## src/rtl/led_pwm_core.sv

```systemverilog
// Three-channel LED PWM core with bus-mapped duty, prescale, polarity and frame-based blink.
// Latency: one cycle from PWM counter state to output pin; register reads are combinational.
// Backpressure: none; a write is accepted on every cycle where we is high.
module led_pwm_core (
    input  logic       clk,
    input  logic       rst,
    input  logic [7:0] dbw,
    output logic [7:0] dbr,
    input  logic [3:0] addr,
    input  logic       we,
    output logic       pwm_red,
    output logic       pwm_green,
    output logic       pwm_blue
);

    typedef enum logic {
        ST_ON  = 1'b0,
        ST_OFF = 1'b1
    } blink_t;

    // Staged bus registers
    logic [7:0] duty_r;
    logic [7:0] duty_g;
    logic [7:0] duty_b;
    logic [9:0] prescale;
    logic       en;
    logic       pol;
    logic       blink;
    logic [7:0] ontime;
    logic [7:0] offtime;

    // Timing state
    logic [9:0] pcnt;
    logic [7:0] cnt;
    logic [7:0] shadow_r;
    logic [7:0] shadow_g;
    logic [7:0] shadow_b;
    blink_t     state;
    blink_t     state_nxt;
    logic [7:0] fcnt;
    logic [7:0] fcnt_nxt;
    logic [8:0] fcnt_inc;

    logic       tick;
    logic       frame_end;
    logic       blink_on;
    logic       act_r;
    logic       act_g;
    logic       act_b;

    // Bus register writes; addresses 8-15 fall through the case and are ignored
    always_ff @(posedge clk or posedge rst) begin
        if (rst) begin
            duty_r   <= 8'h00;
            duty_g   <= 8'h00;
            duty_b   <= 8'h00;
            prescale <= 10'h000;
            en       <= 1'b0;
            pol      <= 1'b0;
            blink    <= 1'b0;
            ontime   <= 8'h00;
            offtime  <= 8'h00;
        end else if (we) begin
            case (addr)
                4'd0: duty_r          <= dbw;
                4'd1: duty_g          <= dbw;
                4'd2: duty_b          <= dbw;
                4'd3: prescale[7:0]   <= dbw;
                4'd4: prescale[9:8]   <= dbw[1:0];
                4'd5: begin
                    en    <= dbw[7];
                    pol   <= dbw[6];
                    blink <= dbw[0];
                end
                4'd6: ontime          <= dbw;
                4'd7: offtime         <= dbw;
                default: ;
            endcase
        end
    end

    // Combinational read-back of the staged registers, unused bits read as zero
    always_comb begin
        dbr = 8'h00;
        case (addr)
            4'd0: dbr = duty_r;
            4'd1: dbr = duty_g;
            4'd2: dbr = duty_b;
            4'd3: dbr = prescale[7:0];
            4'd4: dbr = {6'b000000, prescale[9:8]};
            4'd5: dbr = {en, pol, 5'b00000, blink};
            4'd6: dbr = ontime;
            4'd7: dbr = offtime;
            default: dbr = 8'h00;
        endcase
    end

    // >= compare so that shrinking the prescale below the running count still ticks next cycle
    assign tick      = en && (pcnt >= prescale);
    assign frame_end = tick && (cnt == 8'hFF);

    // Prescaler and PWM counter, both parked at zero while disabled
    always_ff @(posedge clk or posedge rst) begin
        if (rst) begin
            pcnt <= 10'h000;
            cnt  <= 8'h00;
        end else if (!en) begin
            pcnt <= 10'h000;
            cnt  <= 8'h00;
        end else if (tick) begin
            pcnt <= 10'h000;
            cnt  <= cnt + 8'd1;
        end else begin
            pcnt <= pcnt + 10'd1;
        end
    end

    // Shadows follow the staged duties while disabled (so enabling starts with current duties)
    // and otherwise reload only at frame end, taking the pre-write value on a colliding write
    always_ff @(posedge clk or posedge rst) begin
        if (rst) begin
            shadow_r <= 8'h00;
            shadow_g <= 8'h00;
            shadow_b <= 8'h00;
        end else if (!en || frame_end) begin
            shadow_r <= duty_r;
            shadow_g <= duty_g;
            shadow_b <= duty_b;
        end
    end

    // Blink state register
    always_ff @(posedge clk or posedge rst) begin
        if (rst) begin
            state <= ST_ON;
            fcnt  <= 8'h00;
        end else begin
            state <= state_nxt;
            fcnt  <= fcnt_nxt;
        end
    end

    // Blink next-state: count completed frames in each phase; a zero OFFTIME never leaves us in OFF
    always_comb begin
        state_nxt = state;
        fcnt_nxt  = fcnt;
        fcnt_inc  = {1'b0, fcnt} + 9'd1;
        if (!en || !blink) begin
            state_nxt = ST_ON;
            fcnt_nxt  = 8'h00;
        end else begin
            case (state)
                ST_ON: begin
                    if (frame_end) begin
                        if (fcnt_inc >= {1'b0, ontime}) begin
                            fcnt_nxt = 8'h00;
                            if (offtime != 8'h00) begin
                                state_nxt = ST_OFF;
                            end
                        end else begin
                            fcnt_nxt = fcnt_inc[7:0];
                        end
                    end
                end
                ST_OFF: begin
                    if (offtime == 8'h00) begin
                        state_nxt = ST_ON;
                        fcnt_nxt  = 8'h00;
                    end else if (frame_end) begin
                        if (fcnt_inc >= {1'b0, offtime}) begin
                            state_nxt = ST_ON;
                            fcnt_nxt  = 8'h00;
                        end else begin
                            fcnt_nxt = fcnt_inc[7:0];
                        end
                    end
                end
                default: begin
                    state_nxt = ST_ON;
                    fcnt_nxt  = 8'h00;
                end
            endcase
        end
    end

    // A zero ONTIME keeps the channels dark whatever phase the state machine is in
    assign blink_on = !blink || ((ontime != 8'h00) && (state == ST_ON));
    assign act_r    = en && blink_on && (cnt < shadow_r);
    assign act_g    = en && blink_on && (cnt < shadow_g);
    assign act_b    = en && blink_on && (cnt < shadow_b);

    // Registered outputs with polarity applied; reset forces them low immediately
    always_ff @(posedge clk or posedge rst) begin
        if (rst) begin
            pwm_red   <= 1'b0;
            pwm_green <= 1'b0;
            pwm_blue  <= 1'b0;
        end else begin
            pwm_red   <= act_r ^ pol;
            pwm_green <= act_g ^ pol;
            pwm_blue  <= act_b ^ pol;
        end
    end

endmodule

```

## config.mk

```make
export PLATFORM = sky130hd
export DESIGN_NAME = led_pwm_core
export DESIGN_NICKNAME = d
export VERILOG_FILES = /design/src/rtl/led_pwm_core.sv
export SDC_FILE = /design/constraint.sdc
export NUM_CORES = 1
export LEC_CHECK = 0
export BUFFER_PORTS_ARGS = -buffer_cell sky130_fd_sc_hd__buf_2
export CAP_MARGIN = 40
export CORE_MARGIN = 10
export CORE_UTILIZATION = 69
export CTS_BUF_LIST = sky130_fd_sc_hd__clkbuf_2 sky130_fd_sc_hd__clkbuf_4 sky130_fd_sc_hd__clkbuf_8
export CTS_CLUSTER_SIZE = 10
export DETAILED_ROUTE_END_ITERATION = 6
export PLACE_DENSITY = 0.9
export SYNTH_ARGS = -nofsm -noshare
export SYNTH_HDL_FRONTEND = slang
export SYNTH_SLANG_ARGS = --single-unit
export TNS_END_PERCENT = 10
```

## constraint.sdc

```tcl
create_clock -name clk -period 6.9 [get_ports clk]
set_clock_uncertainty 0.05 [all_clocks]
set_input_delay 2.07 -clock clk [delete_from_list [all_inputs] [get_ports clk]]
set_output_delay 2.07 -clock clk [all_outputs]
set_load 0.01 [all_outputs]
```

==> results of run 1 <==
[power groups by stage]
stage / Clock, mW / Combinational [mW] / Sequential [mW]
floorplan: 0 / 0.406 / 0.860
global placement: 0 / 0.472 / 0.901
detailed placement: 0 / 0.517 / 0.909
CTS: 0.367 / 0.522 / 0.898
global route: 0.392 / 0.581 / 0.919
finish: 0.365 / 0.521 / 0.903
[layer usage]
metal | GRT usage, % | vias up
met3 | 6.03 | 32
met5 | 0 | -
met1 | 29.6 | 2204
li1 | - | 2040
met4 | 7.35 | 0
met2 | 34.9 | 170
[worst paths after layout]
path	startpoint	slack [ns]	end	cells past startpoint
worst max-delay path	addr[0]	1.25	dbr[4]	6
worst min register to register	shadow_g[7]	0.47	shadow_g[7]	1
max in group asynchronous	rst	4.14	pcnt[9]	4
worst max register to register	prescale[3]	3.53	shadow_b[1]	10
worst min-delay path	shadow_g[7]	0.47	shadow_g[7]	1
min in group asynchronous	rst	1.65	shadow_r[5]	2
[cell type report]
cell class	instances	area, µm²
multi-input cells	387	3180
flip-flops and latches	107	2680
fillers	585	2130
inverters	50	190
repair buffers	28	180
clock buffers	11	145
well taps	108	135
clock inverters	5	35.0
[synth_stat cells (all sizes together), types with 2 or more instances]
cell	count
nor4	6
inv	50
mux2i	11
nor2	21
nand3	18
ha	50
nor3	10
xnor2	12
nand4	9
nand2b	7
buf	10
a21boi	3
o31ai	2
xor2	11
a21oi	17
a22oi	8
a221oi	3
a222oi	2
mux2	70
nor3b	2
nand2	37
o21a	2
a2111o	2
and3	8
clkbuf	7
a21o	15
dfrtp	107
and2	10
a22o	4
o211ai	4
o21ai	26
nor2b	6
o41ai	3
[worst register-to-register path: stages, from the launching register on]
cell,delay (ns)
sky130_fd_sc_hd__dfrtp_1,0.41
sky130_fd_sc_hd__inv_1,0.06
sky130_fd_sc_hd__ha_1,0.30
sky130_fd_sc_hd__a211o_1,0.31
sky130_fd_sc_hd__a21oi_1,0.13
sky130_fd_sc_hd__o21ai_1,0.13
sky130_fd_sc_hd__a21oi_2,0.59
sky130_fd_sc_hd__nor2_1,0.16
sky130_fd_sc_hd__a21boi_4,0.56
sky130_fd_sc_hd__buf_16,0.23
sky130_fd_sc_hd__mux2_4,0.32
[cells by family after synthesis]
family | share of synthesized area, %
multiplexers | 16.2
AO/OA/AOI/OAI | 10.9
XOR/XNOR | 3.28
adder cells (fa/ha/maj) | 10.2
flip-flops | 43.5
buffers and inverters | 4.72
AND/OR/NAND/NOR | 11.2
[metrics by stage]
step | cell area, µm² | power [mW] | hold slack, ns | utilization, % | setup WS (ns)
global placement | 6320 | 1.37 | 0.443 | 72.8 | 1.39
CTS | 6550 | 1.79 | 0.468 | 75.4 | 1.28
floorplan | 6150 | 1.27 | 0.417 | - | 1.60
global route | 6550 | 1.89 | 0.486 | 75.4 | 1.15
detailed placement | 6360 | 1.43 | 0.446 | 73.3 | 1.29
finish | 6550 | 1.79 | 0.468 | 75.4 | 1.25
==> impl_metrics.tcl, run 1 <==
set metrics [dict create \
    design.die.area_um2 13100 \
    final-setup-viol-count 0 \
    cts-buffers-inserted 9 \
    synth_async_sr_flop_share_pct 100 \
    met1Wirelength_um 6100 \
    drt_drc_violations_left 0 \
    final_max_slew_viol_count 0 \
    globalplace.congestion 0.966 \
    largest_net_degree_at_the_start_of_global_routing 45 \
    pin_count 26 \
    combinationalPowerShare_pct 29.1 \
    route.met3.wl_um 1070 \
    synth-edff-count 0 \
    netlist-cell-type-count 50 \
    cts_hold_buf 0 \
    synthDominantAreaCellType "sky130_fd_sc_hd__dfrtp_1" \
    gr-usage-all-layers_pct 22.4 \
    syn_to_final_growth_pct 6.43 \
    max_freq_mhz 177 \
    ctsResizeCount 0 \
    timing.critical_path.cells "buf_2 > nand2_1 > nor3_2 > a222oi_1 > o21ai_0 > buf_2" \
    tritoncts_clock_tree "yes" \
    hp-class "flop to flop" \
    worstSkewPairLatency_ns 0.37 \
    cp_num_buf_inv 2 \
    worst_path_largest_cell_delay_ns 0.48 \
    grt_pass1_wl_um 23500 \
    floorplan.die.height_um 114 \
    synth.ff_latch_count 107 \
    dpl.hpwl_um 10500 \
    max_clock_buf_depth 2 \
    pwr-share-clk_pct 20.4 \
    yosysWarnings 0 \
    synth_area_leaders "sky130_fd_sc_hd__dfrtp_1 44%, sky130_fd_sc_hd__ha_1 10%, sky130_fd_sc_hd__mux2_2 9.2%" \
    clock_tree.root_cell "sky130_fd_sc_hd__clkbuf_8" \
    placedCellCount 680 \
    most-common-layout-cells "107 x sky130_fd_sc_hd__dfrtp_1, 50 x sky130_fd_sc_hd__mux2_2, 50 x sky130_fd_sc_hd__ha_1" \
    initial_antenna_violation_count 0 \
    routed_wirelength_um 14000 \
    synth.avg_cell_area_um2 11.0 \
    tightest_slew_ns 0.919 \
    timing.setup.critical_path_class "primary input to output pin" \
    power_frac_seq_pct 50.5 \
    timing.critical_path.to_type "output pin" \
    fin_cells 696 \
    num_antenna_cells 0 \
    drive_gt1_share_pct 20.7 \
    synth_sequential_area_ratio_pct 43.5 \
    syn_area_um2 6150 \
    switchingPower_uw 601 \
    postCtsSetupRepairBufs 0 \
    via_count 4446 \
    cp.required_ns 4.78 \
    chipWidth_um 114 \
    avgRoutedWirePerCell_um 20.1 \
    power.internal_mw 1.19 \
    met2_length_um 6490 \
    p_leak_nw 3.27 \
    coreArea_um2 8680 \
    rsz0062_at_grt "false" \
    clock_tree.htree_level_count 3 \
    grt_pass1_vias 4614 \
    detail_route.iter0.violations 366 \
    initial_core_util_pct 70.9 \
    worst_path_max_delay_cell "sky130_fd_sc_hd__nor3_2" \
    worst_path_dominant_cell_family "simple AND/OR/NAND/NOR gates" \
    status "complete, no violations" \
    power.ir.vdd_worst_v 0.000208 \
    final_hold_viol_count 0 \
    clkSlewWorstSetupHoldPaths_ns 0.10 \
    tritoncts_num_sinks 107 \
    placement.io_buffers 25 \
    sw_frac_of_total_pct 33.6 \
    drv_cap 0 \
    critical_path_peak_fanout 19 \
    cellPowerDensity_nw_per_um2 273 \
    postSynth.topFlopCell "sky130_fd_sc_hd__dfrtp_1" \
    largest_registers "pcnt (10), prescale (10)" \
    number_of_rows_in_the_core_area 34 \
    layout_commonest_cell "sky130_fd_sc_hd__dfrtp_1" \
    slew-limit-headroom_pct 38.5 \
    number_of_nets_with_antenna_violations_after_routing 0 \
    postSynthNetCount 626 \
    cp-start-kind "primary input" \
    min_period_ns 5.65 \
    detail_route.vias_per_cell 6.39 \
    grt_overflow_total 0 \
    arrival_ns 3.53 \
    fin_setup_tns_ns 0 \
    design.final.nets 648 \
    postSynthCellCount 561 \
    critical_path.most_common_cell "sky130_fd_sc_hd__buf_2" \
    max_used_layer "met4" \
    drtPass1Iterations 5 \
    layout_worst_path_cycle_share_pct 81.9 \
    synth_top_area_share_pct 43.5 \
]
(Power assumes the default switching activity.)
==> run 2, diff against run 1 <==
--- a/config.mk
+++ b/config.mk
@@ -5,14 +5,15 @@
 export SDC_FILE = /design/constraint.sdc
 export NUM_CORES = 1
 export LEC_CHECK = 0
+export ABC_AREA = 1
 export BUFFER_PORTS_ARGS = -buffer_cell sky130_fd_sc_hd__buf_2
 export CAP_MARGIN = 40
 export CORE_MARGIN = 10
-export CORE_UTILIZATION = 69
+export CORE_UTILIZATION = 64
 export CTS_BUF_LIST = sky130_fd_sc_hd__clkbuf_2 sky130_fd_sc_hd__clkbuf_4 sky130_fd_sc_hd__clkbuf_8
 export CTS_CLUSTER_SIZE = 10
 export DETAILED_ROUTE_END_ITERATION = 6
-export PLACE_DENSITY = 0.9
+export PLACE_DENSITY = 0.84
 export SYNTH_ARGS = -nofsm -noshare
 export SYNTH_HDL_FRONTEND = slang
 export SYNTH_SLANG_ARGS = --single-unit
==> constraint.sdc (replaced) <==
create_clock -name clk -period 5.4 [get_ports clk]
set_clock_uncertainty 0.05 [all_clocks]
set_input_delay 1.62 -clock clk [delete_from_list [all_inputs] [get_ports clk]]
set_output_delay 1.62 -clock clk [all_outputs]
set_load 0.01 [all_outputs]
==> run 2 against run 1 <==
Clock power is 57% higher. Area after synthesis is 0.18% lower. Via count is 16% higher. Die area is 6.3% higher. Worst hold slack worse by 0.021 ns. Sequential power is 20% higher. Synthesized cell count is 33% higher. Total power is 24% higher. Final cell count is 30% higher. Critical path type unchanged.
==> impl_metrics.tcl, run 2 <==
set metrics [dict create \
    synth_sequential_area_ratio_pct 43.6 \
    status "complete, no violations" \
    postSynth.topFlopCell "sky130_fd_sc_hd__dfrtp_1" \
    grt-busiest-layer "met2" \
    placement.io_buffers 25 \
    globalplace.congestion 0.932 \
    power.internal_mw 1.42 \
    synth.ff_latch_count 107 \
    largest_net_degree_at_the_start_of_global_routing 49 \
    tritoncts_num_sinks 107 \
    final_max_slew_viol_count 0 \
    pin_count 26 \
    arrival_ns 2.80 \
    fin_setup_tns_ns 0 \
    drt_drc_violations_left 0 \
    max_clock_buf_depth 2 \
    fin_worst_hold_slack_ns 0.447 \
    timing.critical_path.to_type "output pin" \
    p_leak_nw 3.38 \
    r2r_start "prescale[9]" \
    clkSlewWorstSetupHoldPaths_ns 0.10 \
    tritoncts_clock_tree "yes" \
    largest_registers "pcnt (10), prescale (10)" \
    combinationalPowerShare_pct 25.8 \
    routed_wirelength_um 15300 \
    regToRegSetupSlack_ns 2.87 \
    syn_area_um2 6140 \
    cellPowerDensity_nw_per_um2 339 \
    slew-limit-headroom_pct 56.2 \
    synth_top_area_share_pct 43.6 \
    layout_commonest_cell "sky130_fd_sc_hd__nand2_1" \
    via_count 5138 \
    avgRoutedWirePerCell_um 16.9 \
    yosysWarnings 0 \
    hold_depth 2 \
    worst_path_dominant_cell_family "simple AND/OR/NAND/NOR gates" \
    cts-buffers-inserted 9 \
    num_antenna_cells 0 \
    syn_to_final_growth_pct 6.93 \
    cp.required_ns 3.73 \
    drtPass1Iterations 6 \
    final_util_pct 70.7 \
    critical_path_cell_count 9 \
    tightest_slew_ns 0.657 \
    cp_num_buf_inv 4 \
    postSynthNetCount 813 \
    initial_core_util_pct 66.1 \
    min_period_ns 4.47 \
    drive_gt1_share_pct 12.4 \
    power_frac_seq_pct 48.5 \
    postCtsSetupRepairBufs 0 \
    final_hold_viol_count 0 \
    clock_tree.htree_level_count 3 \
    worstSkewPairLatency_ns 0.37 \
    most-common-layout-cells "204 x sky130_fd_sc_hd__nand2_1, 107 x sky130_fd_sc_hd__dfrtp_1, 104 x sky130_fd_sc_hd__inv_1" \
    detail_route.vias_per_cell 5.68 \
    synth_async_sr_flop_share_pct 100 \
    cts_hold_buf 0 \
    number_of_rows_in_the_core_area 35 \
    grt_pass1_vias 5085 \
    grtUsageMet1_pct 28.7 \
    endpoint_of_the_worst_slack_reg_to_reg_timing_path "shadow_g[7]" \
    final-setup-viol-count 0 \
    worst_path_largest_cell_delay_ns 0.24 \
    design.final.nets 836 \
    synth.top_cells.by_count "204 x sky130_fd_sc_hd__nand2_1, 107 x sky130_fd_sc_hd__dfrtp_1, 105 x sky130_fd_sc_hd__inv_1, 72 x sky130_fd_sc_hd__o21ai_0, 50 x sky130_fd_sc_hd__ha_1" \
    sw_frac_of_total_pct 36.3 \
    synthDominantAreaCellType "sky130_fd_sc_hd__dfrtp_1" \
    hp-class "flop to flop" \
    cell_with_the_most_instances_after_synthesis "sky130_fd_sc_hd__nand2_1" \
    floorplan.die.height_um 118 \
    postSynthCellCount 748 \
    number_of_nets_with_antenna_violations_after_routing 0 \
    pwr-share-clk_pct 25.7 \
    global_route.usage.met2_pct 37.3 \
    timing.critical_path.cells "buf_2 > inv_1 > nand2_1 > inv_1 > nand2_1 > o22ai_1 > a31oi_1 > nand4_1 > buf_2" \
    synth.avg_cell_area_um2 8.21 \
    worst_path_max_delay_cell "sky130_fd_sc_hd__a31oi_1" \
    worst_r2r_path_depth 10 \
    coreArea_um2 9280 \
    grt_use_met3_pct 3.79 \
    initial_antenna_violation_count 0 \
    setup.worst_path.start "addr[3]" \
    worst_hold_startpoint "fcnt[7]" \
    detail_route.iter0.violations 588 \
    rsz0062_at_grt "false" \
    ctsResizeCount 0 \
    drv_cap 0 \
    crit_end "dbr[1]" \
    synth_area_leaders "sky130_fd_sc_hd__dfrtp_1 44%, sky130_fd_sc_hd__nand2_1 12%, sky130_fd_sc_hd__ha_1 10%" \
    chipWidth_um 118 \
    clock_tree.root_cell "sky130_fd_sc_hd__clkbuf_8" \
    switchingPower_uw 808 \
    critical_path_peak_fanout 7 \
    power.ir.vdd_worst_v 0.000189 \
    synth-edff-count 0 \
    grt_overflow_total 0 \
    dpl.hpwl_um 11700 \
    netlist-cell-type-count 40 \
    design.die.area_um2 13900 \
    fillers 761 \
    gr-usage-all-layers_pct 22.2 \
    cp-start-kind "primary input" \
    grt_pass1_wl_um 25600 \
    max_freq_mhz 224 \
    timing.setup.critical_path_class "primary input to output pin" \
    layout_worst_path_cycle_share_pct 82.8 \
]
==> run 2: cell types whose count changed after synthesis, sizes merged, moves of 11 or more <==
cell   change
nand2    +185
mux2      -70
inv       +61
mux2i     -11
a21oi     +15
a21o      -14
nor2      +19
o21ai     +67
==> run 2: worst min-delay path by stage <==
stage / endpoint / slack (ns)
after floorplan: fcnt[7] / 0.40
after global placement: fcnt[7] / 0.42
after detailed placement: fcnt[7] / 0.43
after CTS: offtime[6] / 0.45
after global routing: ontime[5] / 0.47
final: fcnt[7] / 0.45
==> run 2: power by group through the flow <==
stage | logic, mW | clock network (mW) | registers [mW]
2_1_floorplan | 0.443 | 0 | 1.04
3_3_place_gp | 0.529 | 0 | 1.08
3_5_place_dp | 0.569 | 0 | 1.09
4_1_cts | 0.576 | 0.572 | 1.07
5_1_grt | 0.657 | 0.612 | 1.09
6_report | 0.575 | 0.572 | 1.08
==> run 2: cells by family (layout without fill, tap and decap cells) <==
kind of cell | after synthesis | in the layout | share of synthesized area, %
and+or+nand+nor | 305 | 305 | 21.4
buffers and inverters | 126 | 154 | 8.76
AOI/OAI and AO/OA | 147 | 147 | 14.2
DFF | 107 | 107 | 43.6
xor gates and xnor gates | 13 | 13 | 1.85
adders and majority gates | 50 | 50 | 10.2
==> run 2: metal layers <==
layer,routed length [µm],share of wire [%]
met5,0,0
met4,354,2.3
met3,932,6.1
met2,7300,48
met1,6700,44
==> run 2: per-stage QoR <==
stage               setup slack (ns)  total power [mW]  area (µm²)  cells
finish                         0.930              2.23        6560    905
CTS                            0.937              2.22        6560    905
detailed placement             0.953              1.66        6330    889
floorplan                      0.913              1.48        6140    748
global placement               0.968              1.61        6310    888
global route                   0.783              2.36        6560    905
==> run 2: cell type report <==
cell class / instances / area (µm²) / area share [%]
Clock buffer: 9 / 124 / 1.89
Clock inverter: 7 / 106 / 1.62
Inverter: 111 / 419 / 6.39
Multi-Input combinational cell: 515 / 2920 / 44.5
Sequential cell: 107 / 2680 / 40.8
Tap cell: 129 / 161 / 2.46
Timing Repair Buffer: 27 / 153 / 2.33
==> run 2: worst register-to-register path, cell delays in order, from the launching register on <==
cell and delay (ns):
sky130_fd_sc_hd__dfrtp_1 0.44, sky130_fd_sc_hd__inv_1 0.08, sky130_fd_sc_hd__ha_1 0.30, sky130_fd_sc_hd__nand2_1 0.08, sky130_fd_sc_hd__nor2_1 0.17, sky130_fd_sc_hd__nand3_1 0.16, sky130_fd_sc_hd__nand3_4 0.16, sky130_fd_sc_hd__nand3_4 0.17
sky130_fd_sc_hd__nand2_4 0.55, sky130_fd_sc_hd__nand2_1 0.18, sky130_fd_sc_hd__o21ai_2 0.10
